### src/rtl/register_file_pkg.sv
`default_nettype none
// ============================================================================
// Module      : register_file_pkg
// Description : Register address map of the accumulator register file.
// Revision    : 1.0 - initial release
// ============================================================================
package register_file_pkg;

  localparam logic [3:0] c_REG_R0   = 4'h0;
  localparam logic [3:0] c_REG_R1   = 4'h1;
  localparam logic [3:0] c_REG_R2   = 4'h2;
  localparam logic [3:0] c_REG_R3   = 4'h3;
  localparam logic [3:0] c_REG_R4   = 4'h4;
  localparam logic [3:0] c_REG_R5   = 4'h5;
  localparam logic [3:0] c_REG_R6   = 4'h6;
  localparam logic [3:0] c_REG_R7   = 4'h7;
  localparam logic [3:0] c_REG_DMAR = 4'h8;
  localparam logic [3:0] c_REG_IOFF = 4'h9;

endpackage
`default_nettype wire

### src/rtl/seq_pkg.sv
`default_nettype none
// ============================================================================
// Module      : seq_pkg
// Description : States, opcodes and select encodings of the sequencer.
// Revision    : 1.0 - initial release
// ============================================================================
package seq_pkg;
  import register_file_pkg::*;

  typedef enum logic [2:0] {
    ST_IDLE   = 3'd0,
    ST_FETCH  = 3'd1,
    ST_DECODE = 3'd2,
    ST_EXEC   = 3'd3,
    ST_MEM    = 3'd4,
    ST_HALT   = 3'd5,
    ST_FAULT  = 3'd6
  } seq_state_e;

  typedef enum logic [3:0] {
    OP_NOP  = 4'h0,
    OP_GET  = 4'h1,
    OP_PUT  = 4'h2,
    OP_ADD  = 4'h3,
    OP_SUB  = 4'h4,
    OP_AND  = 4'h5,
    OP_OR   = 4'h6,
    OP_XOR  = 4'h7,
    OP_LDI  = 4'h8,
    OP_LD   = 4'h9,
    OP_ST   = 4'hA,
    OP_HALT = 4'hF
  } opcode_e;

  localparam logic [2:0] c_ALU_ADD = 3'd0;
  localparam logic [2:0] c_ALU_SUB = 3'd1;
  localparam logic [2:0] c_ALU_AND = 3'd2;
  localparam logic [2:0] c_ALU_OR  = 3'd3;
  localparam logic [2:0] c_ALU_XOR = 3'd4;

  localparam logic [1:0] c_ACC_SRC_ALU  = 2'd0;
  localparam logic [1:0] c_ACC_SRC_DMEM = 2'd1;
  localparam logic [1:0] c_ACC_SRC_IMM  = 2'd2;

  localparam logic [1:0] c_FC_NONE        = 2'd0;
  localparam logic [1:0] c_FC_ILLEGAL_OP  = 2'd1;
  localparam logic [1:0] c_FC_BAD_REG     = 2'd2;
  localparam logic [1:0] c_FC_MEM_TIMEOUT = 2'd3;

  function automatic logic is_reg_addr(input logic [3:0] r);
    return r inside {c_REG_R0, c_REG_R1, c_REG_R2, c_REG_R3, c_REG_R4,
                     c_REG_R5, c_REG_R6, c_REG_R7, c_REG_DMAR, c_REG_IOFF};
  endfunction

  // GET, PUT and the five ALU ops all carry a register operand.
  function automatic logic is_reg_op(input logic [3:0] op);
    return (op >= OP_GET) && (op <= OP_XOR);
  endfunction

  function automatic logic [2:0] alu_op_of(input logic [3:0] op);
    logic [2:0] sel;
    sel = c_ALU_ADD;
    case (op)
      OP_SUB:  sel = c_ALU_SUB;
      OP_AND:  sel = c_ALU_AND;
      OP_OR:   sel = c_ALU_OR;
      OP_XOR:  sel = c_ALU_XOR;
      default: sel = c_ALU_ADD;
    endcase
    return sel;
  endfunction

endpackage
`default_nettype wire

### src/rtl/req_timeout_counter.sv
`default_nettype none
// ============================================================================
// Module      : req_timeout_counter
// Description : Counts cycles of an outstanding req; flags expiry at MEM_TIMEOUT.
// Revision    : 1.0 - initial release
// ============================================================================
module req_timeout_counter #(
  parameter int MEM_TIMEOUT = 16
) (
  input  logic clk,
  input  logic reset,
  input  logic start,
  input  logic ack,
  output logic expired
);

  localparam int c_CNT_W = $clog2(MEM_TIMEOUT + 1);

  logic               r_active;
  logic [c_CNT_W-1:0] r_count;
  logic [c_CNT_W-1:0] w_count;
  logic               w_live;

  // The first req cycle counts as cycle 0 regardless of any stale count.
  assign w_count = start ? '0 : r_count;
  assign w_live  = start | r_active;
  assign expired = w_live & ~ack & (w_count == c_CNT_W'(MEM_TIMEOUT - 1));

  always_ff @(posedge clk) begin
    if (reset || ack || expired) begin
      r_active <= 1'b0;
      r_count  <= '0;
    end else if (w_live) begin
      r_active <= 1'b1;
      r_count  <= w_count + 1'b1;
    end
  end

endmodule
`default_nettype wire

### src/rtl/reg_file_sequencer.sv
`default_nettype none
// ============================================================================
// Module      : reg_file_sequencer
// Description : Fetch/decode/execute control FSM for the 8-bit accumulator datapath.
// Revision    : 1.0 - initial release
// ============================================================================
module reg_file_sequencer
  import seq_pkg::*;
#(
  parameter int DATA_W         = 8,
  parameter int REG_ADDR_WIDTH = 4,
  parameter int MEM_TIMEOUT    = 16
) (
  input  logic                      clk,
  input  logic                      reset,
  input  logic                      run,
  output logic                      imem_req,
  input  logic                      imem_ack,
  input  logic [DATA_W-1:0]         imem_rdata,
  output logic                      dmem_req,
  output logic                      dmem_we,
  input  logic                      dmem_ack,
  output logic                      acc_write_enable,
  output logic [1:0]                acc_src,
  output logic                      read_get_to_acc,
  output logic                      write_put_acc,
  output logic [REG_ADDR_WIDTH-1:0] reg_addr,
  output logic                      read_data_output_enable,
  output logic                      status_write_enable,
  output logic [2:0]                alu_op,
  output logic                      pc_advance,
  output logic                      halted,
  output logic                      fault,
  output logic [1:0]                fault_code
);

  seq_state_e  r_state;
  seq_state_e  w_state_nxt;
  seq_state_e  w_after_instr;
  logic [DATA_W-1:0] r_ir;
  logic [1:0]  r_fault_code;
  logic        w_fault_set;
  logic [1:0]  w_fault_code_nxt;
  logic [3:0]  w_op;
  logic [3:0]  w_operand;
  logic        w_req;
  logic        w_ack_live;
  logic        r_req_pending;
  logic        w_start;
  logic        w_expired;

  assign w_op       = r_ir[7:4];
  assign w_operand  = r_ir[3:0];
  assign fault_code = r_fault_code;

  // Acks only count while the matching request is actually raised.
  assign w_req      = (r_state == ST_FETCH) || (r_state == ST_MEM);
  assign w_ack_live = ((r_state == ST_FETCH) && imem_ack) ||
                      ((r_state == ST_MEM)   && dmem_ack);
  assign w_start    = w_req & ~r_req_pending;

  req_timeout_counter #(
    .MEM_TIMEOUT (MEM_TIMEOUT)
  ) u_req_timeout (
    .clk     (clk),
    .reset   (reset),
    .start   (w_start),
    .ack     (w_ack_live),
    .expired (w_expired)
  );

  always_ff @(posedge clk) begin
    if (reset) begin
      r_state       <= ST_IDLE;
      r_ir          <= '0;
      r_fault_code  <= c_FC_NONE;
      r_req_pending <= 1'b0;
    end else begin
      r_state       <= w_state_nxt;
      r_req_pending <= w_req & ~w_ack_live & ~w_expired;
      if ((r_state == ST_FETCH) && imem_ack) begin
        r_ir <= imem_rdata;
      end
      if (w_fault_set) begin
        r_fault_code <= w_fault_code_nxt;
      end
    end
  end

  always_comb begin
    w_state_nxt             = r_state;
    w_fault_set             = 1'b0;
    w_fault_code_nxt        = c_FC_NONE;
    w_after_instr           = run ? ST_FETCH : ST_IDLE;
    imem_req                = 1'b0;
    dmem_req                = 1'b0;
    dmem_we                 = 1'b0;
    acc_write_enable        = 1'b0;
    acc_src                 = c_ACC_SRC_ALU;
    read_get_to_acc         = 1'b0;
    write_put_acc           = 1'b0;
    reg_addr                = '0;
    read_data_output_enable = 1'b0;
    status_write_enable     = 1'b0;
    alu_op                  = c_ALU_ADD;
    pc_advance              = 1'b0;
    halted                  = 1'b0;
    fault                   = 1'b0;

    case (r_state)
      ST_IDLE: begin
        if (run) begin
          w_state_nxt = ST_FETCH;
        end
      end

      ST_FETCH: begin
        imem_req = 1'b1;
        if (imem_ack) begin
          w_state_nxt = ST_DECODE;
        end else if (w_expired) begin
          w_state_nxt      = ST_FAULT;
          w_fault_set      = 1'b1;
          w_fault_code_nxt = c_FC_MEM_TIMEOUT;
        end
      end

      ST_DECODE: begin
        if (is_reg_op(w_op)) begin
          reg_addr = REG_ADDR_WIDTH'(w_operand);
        end
        case (w_op)
          OP_NOP, OP_LDI, OP_LD, OP_ST: w_state_nxt = ST_EXEC;
          OP_GET, OP_PUT, OP_ADD, OP_SUB, OP_AND, OP_OR, OP_XOR: begin
            if (is_reg_addr(w_operand)) begin
              w_state_nxt = ST_EXEC;
            end else begin
              w_state_nxt      = ST_FAULT;
              w_fault_set      = 1'b1;
              w_fault_code_nxt = c_FC_BAD_REG;
            end
          end
          OP_HALT: w_state_nxt = ST_HALT;
          default: begin
            w_state_nxt      = ST_FAULT;
            w_fault_set      = 1'b1;
            w_fault_code_nxt = c_FC_ILLEGAL_OP;
          end
        endcase
      end

      ST_EXEC: begin
        if (is_reg_op(w_op)) begin
          reg_addr = REG_ADDR_WIDTH'(w_operand);
        end
        case (w_op)
          OP_NOP: begin
            pc_advance  = 1'b1;
            w_state_nxt = w_after_instr;
          end
          OP_GET: begin
            read_get_to_acc = 1'b1;
            pc_advance      = 1'b1;
            w_state_nxt     = w_after_instr;
          end
          OP_PUT: begin
            write_put_acc = 1'b1;
            pc_advance    = 1'b1;
            w_state_nxt   = w_after_instr;
          end
          OP_ADD, OP_SUB, OP_AND, OP_OR, OP_XOR: begin
            read_data_output_enable = 1'b1;
            acc_write_enable        = 1'b1;
            acc_src                 = c_ACC_SRC_ALU;
            status_write_enable     = 1'b1;
            alu_op                  = alu_op_of(w_op);
            pc_advance              = 1'b1;
            w_state_nxt             = w_after_instr;
          end
          OP_LDI: begin
            acc_write_enable = 1'b1;
            acc_src          = c_ACC_SRC_IMM;
            pc_advance       = 1'b1;
            w_state_nxt      = w_after_instr;
          end
          OP_LD, OP_ST: w_state_nxt = ST_MEM;
          default: begin
            w_state_nxt      = ST_FAULT;
            w_fault_set      = 1'b1;
            w_fault_code_nxt = c_FC_ILLEGAL_OP;
          end
        endcase
      end

      ST_MEM: begin
        dmem_req = 1'b1;
        dmem_we  = (w_op == OP_ST);
        if (dmem_ack) begin
          if (w_op == OP_LD) begin
            acc_write_enable = 1'b1;
            acc_src          = c_ACC_SRC_DMEM;
          end
          pc_advance  = 1'b1;
          w_state_nxt = w_after_instr;
        end else if (w_expired) begin
          w_state_nxt      = ST_FAULT;
          w_fault_set      = 1'b1;
          w_fault_code_nxt = c_FC_MEM_TIMEOUT;
        end
      end

      ST_HALT:  halted = 1'b1;
      ST_FAULT: fault  = 1'b1;
      default:  w_state_nxt = ST_IDLE;
    endcase
  end

endmodule
`default_nettype wire

### config.mk
export PLATFORM = sky130hd
export DESIGN_NAME = reg_file_sequencer
export DESIGN_NICKNAME = d
export VERILOG_FILES = /design/src/rtl/register_file_pkg.sv /design/src/rtl/seq_pkg.sv /design/src/rtl/req_timeout_counter.sv /design/src/rtl/reg_file_sequencer.sv
export SDC_FILE = /design/constraint.sdc
export NUM_CORES = 1
export LEC_CHECK = 0
export CAP_MARGIN = 20
export CORE_MARGIN = 3
export CORE_UTILIZATION = 51
export CTS_BUF_LIST = sky130_fd_sc_hd__clkbuf_16
export DETAILED_ROUTE_END_ITERATION = 16
export GPL_TIMING_DRIVEN = 0
export MAX_ROUTING_LAYER = met4
export PLACE_DENSITY_LB_ADDON = 0.3
export REMOVE_ABC_BUFFERS = 1
export SLEW_MARGIN = 20
export SYNTH_ARGS = -nofsm -noshare
export SYNTH_HDL_FRONTEND = slang
export SYNTH_SLANG_ARGS = --single-unit
### constraint.sdc
create_clock -name clk -period 6.17 [get_ports clk]
set_input_delay 0.617 -clock clk [delete_from_list [all_inputs] [get_ports clk]]
set_output_delay 0.617 -clock clk [all_outputs]
set_load 0.05 [all_outputs]
==> metrics list <==
* Area of the core region: roughly 2300 µm²
- Worst slew margin relative to its limit: between 50% and 60%
- Sw Share: just under 30%
- Fraction of registers with async set or reset after synthesis: 0%
- Post-Syn Instances: ~170
- The worst hold path terminates at r_ir[0].
* Share of power burned in combinational logic: a little over a fifth
- The worst register-to-register path ends at r_state[1].
- Global routing consumed, on the met2 layer, ~40% of the routing resources.
* Number of buffers between clock root and the deepest sink: 2
* Period utilisation layout: 54.1%
- Per report_power, the clock group accounts for 35.7% of the total.
- The tightest min-delay check is of the reg -> reg type.
- Count of maximum capacitance violations: 0
- The run finished with clean final reports.
- Counting flops and latches in the post-synthesis netlist gives 20.
* Sum of routed wire length over all layers: 3120 µm
- Data arrives at the worst endpoint at 2.72 ns.
- Count of input and output buffers: 34
- In this run, post-CTS hold repair placed 0 buffers.
- Detailed-route via count: approximately 1300
- After detailed routing, the number of vias per cell comes to 5.69.
- Post-synth EDFFs: 0
- The final hold violation count came to 0.
* Worst slew pin tran: 0.628 ns
- Net total in the final layout: roughly 210
* Highest cell delay on the worst timing path: ~0.8 ns
- The detail route stage leaves a number of antenna-violating nets equal to 0.
- The analysis attributes to net switching a power of ~0.00011 W.
- # Post-CTS Setup Buffers: 0
- Combined area of all synthesized cells: around 1200 µm²
- Dividing the detail-routed wire length by the instance count gives around 14 µm.
* Final setup violation count: 0
* Pin count of the biggest net entering global routing: 21
- Die area: ~3000 µm²
- Post-detail-place hpwl: 2240 µm
- Synth Warn #: 0
- Kind of critical path: reg -> out
- Summed over all layers, the global routing overflow is 0.
- F_max: 300 MHz
* Clock Skews: about 0.00074 ns
- The first global-routing pass estimated between 5000 and 6000 µm of wire.
* WP data required: between 5 and 6 ns
- Setup repair after global routing left no endpoint under its margin.
* Fraction of final layout cells sized beyond drive strength 1: 4.10%
- Slowest-stage cell, CP: clkdlybuf4s50_1
- In this run the worst path has a maximum fanout of 20.
* Clk Latency, worst-skew pair: 0.25 ns
- Counting distinct cell types in the post-synthesis netlist gives 37.
* Chain of cells forming the critical path: nand2_1 -> or3_1 -> nor2_1 -> or3_1 -> clkdlybuf4s50_1
- R2R Setup Slk: roughly 3.6 ns
* Max Slew Vio Count: 0
- Sequential fraction of the synthesis area: 32.5%
* Total design power: about 0.00037 W
- In this run, the number of DRC markers left after iteration 0 of detailed routing was 22.
- Number of global-route vias before repair: between 1000 and 1500
- Die Height: 55.2 µm
* Initial antenna violation count: 0
- Total power density per cell area: around 230 nW/µm²
* Number of buffers added by the clock tree synthesis step: 3
- The layer flagged by global routing as most heavily used is met2.
- Grouping stages by cell kind, the critical path spends the most delay in simple AND/OR/NAND/NOR gates.
* Final critical delay including setup and external delays: roughly 3.3 ns
- In the global route stage, overall resource usage came out at 23.6%.
- Mapped Avg Cell Area: between 7 and 8 µm²
- Worst Path Buf+Inv: 1
- Clk sink count: 20
* R2R Path Start: r_state[0]
- The number of antenna diodes in the final layout is 0.
- CP dominant cell by count: or3_1
* Worst setup EP type: output port
* Worst voltage drop across the vdd grid: roughly 0.18 mV
* Post-cts resize count: 0
- Along the worst hold path, the cell count comes to 2.
- The initial utilization of the core area, before any placement, comes to 54.7%.
- Die Width: roughly 55 µm
* Clock transition at path regs: about 0.050 ns
* GR Util met3: approximately 5%
- Library cell used as clock root buffer: clkbuf_16
- Synth Flop Type: dfxtp_1
* Number of detailed-route iterations in the first pass: 4
* Final weighted congestion in routability-driven placement: ~0.9
* Pint: around 0.00026 W
* Residual DRC count: 0
- Global routing used approximately 27% of the available met1 tracks.
- Final TNS setup: 0 ns
- The worst setup path is launched from a register.
* Top-Level Pins: 35
* Reg power frac: between 40% and 50%
- Relative to the synthesized area, the layout overhead comes to 32.7%.
* Row count: 17
- Summed over all cells, the static leakage comes to 0.593 nW.
- Launch point of the worst hold path: r_ir[0]
- TritonCTS built the clock tree.
- Measured in cells, the most critical reg-to-reg path has a length of 10.
- CTS built an H-tree with a depth of 1.
## placed cells by master, fill, tap and decap left out, types with 3 or more instances in the layout
| cell type | count |
|---|---|
| a21oi_1 | 16 |
| clkbuf_16 | 3 |
| nor2_1 | 16 |
| or3_1 | 4 |
| nand3_1 | 3 |
| dfxtp_1 | 20 |
| nand2_1 | 30 |
| o21ai_0 | 5 |
| nor3_1 | 6 |
| clkdlybuf4s50_1 | 34 |
| nand2b_1 | 4 |
| nor3b_1 | 6 |
| inv_1 | 3 |
| and2_1 | 8 |
| nor2b_1 | 6 |
## flip-flops by register name, indices dropped and copies added, names as in the netlist
signal / flops
u_req_timeout.r_count: 5
r_req_pending: 1
r_ir: 8
fault_code: 2
r_state: 3
u_req_timeout.r_active: 1
## routing by layer
| layer | wire length, µm | vias up |
|---|---|---|
| met5 | 0 | - |
| met4 | 46 | 0 |
| met3 | 204 | 7 |
| met2 | 1610 | 53 |
| met1 | 1250 | 576 |
| li1 | - | 633 |
## cell type report
cell class / instances / area [µm²]
clock buffer: 3 / 75.1
fill: 198 / 618
inverter: 3 / 11.3
multi-input combinational: 135 / 774
sequential: 20 / 400
tap: 28 / 35.0
timing repair buffer: 34 / 340
## cells in the mapped netlist, types with 2 or more instances
master,count,area share [%]
a31oi_1,2,1.0
nand3_1,3,1.2
nand4_1,2,1.0
xor2_1,2,1.4
nor2b_1,6,3.0
or3_1,4,2.0
ha_1,2,2.0
o211ai_1,2,1.2
a311o_1,2,1.6
nand2b_1,4,2.0
nand3b_1,2,1.2
nor2_1,16,4.9
nand2_1,30,9.1
and3_1,2,1.0
buf_2,2,0.81
nor3b_1,6,3.7
inv_1,3,0.91
xnor2_1,2,1.4
clkbuf_1,8,2.4
a21oi_1,16,6.5
and2_1,8,4.1
nor3_1,6,2.4
and3b_1,2,1.4
o21ai_0,5,2.0
dfxtp_1,20,32
## stage by stage
| stage | cell area [µm²] | setup slack (ns) | hold WS (ns) | utilization (%) | cells |
|---|---|---|---|---|---|
| CTS | 1640 | 2.88 | 0.451 | 72.6 | 223 |
| global route | 1640 | 2.71 | 0.487 | 72.6 | 223 |
| global placement | 1560 | 3.05 | 0.439 | 69.3 | 220 |
| detailed placement | 1560 | 3.05 | 0.445 | 69.3 | 220 |
| finish | 1640 | 2.83 | 0.450 | 72.6 | 223 |
| floorplan | 1190 | 2.46 | 0.426 | - | 158 |
## how the worst max path moves through the flow
stage	from	slack, ns	end	depth (start not counted)
after global routing	r_state[1]	2.71	reg_addr[0]	4
final	r_state[0]	2.83	acc_write_enable	5
after detailed placement	dmem_ack	3.05	acc_write_enable	5
after CTS	r_state[0]	2.88	acc_write_enable	5
after global placement	dmem_ack	3.05	acc_write_enable	5
after floorplan	r_state[2]	2.46	acc_write_enable	4
## worst reg2reg max path, delay by kind of cell (launching register included)
kind	cells	cell delay, ns
AO/OA/AOI/OAI	2	0.28
adder cells (fa/ha/maj)	2	0.39
XOR/XNOR	1	0.26
flip-flops	1	0.72
AND/OR/NAND/NOR	5	0.87
## logic make-up after synthesis
group / after synthesis / share of synthesized area (%)
AO/OA/AOI/OAI: 32 / 15.8
multiplexers: 2 / 1.72
flip-flops: 20 / 32.5
XOR/XNOR: 4 / 2.84
AND/OR/NAND/NOR: 95 / 40.4
adder cells (fa/ha/maj): 2 / 2.03
buffers and inverters: 14 / 4.77
## power by group through the flow
stage          Clock [W]  Combinational (W)  Sequential [W]
2_1_floorplan          0          0.0000554        0.000157
3_3_place_gp           0          0.0000749        0.000161
3_5_place_dp           0          0.0000776        0.000162
4_1_cts         0.000133          0.0000784        0.000159
5_1_grt         0.000141          0.0000861        0.000163
6_report        0.000132          0.0000783        0.000159
(Power assumes the default switching activity.)
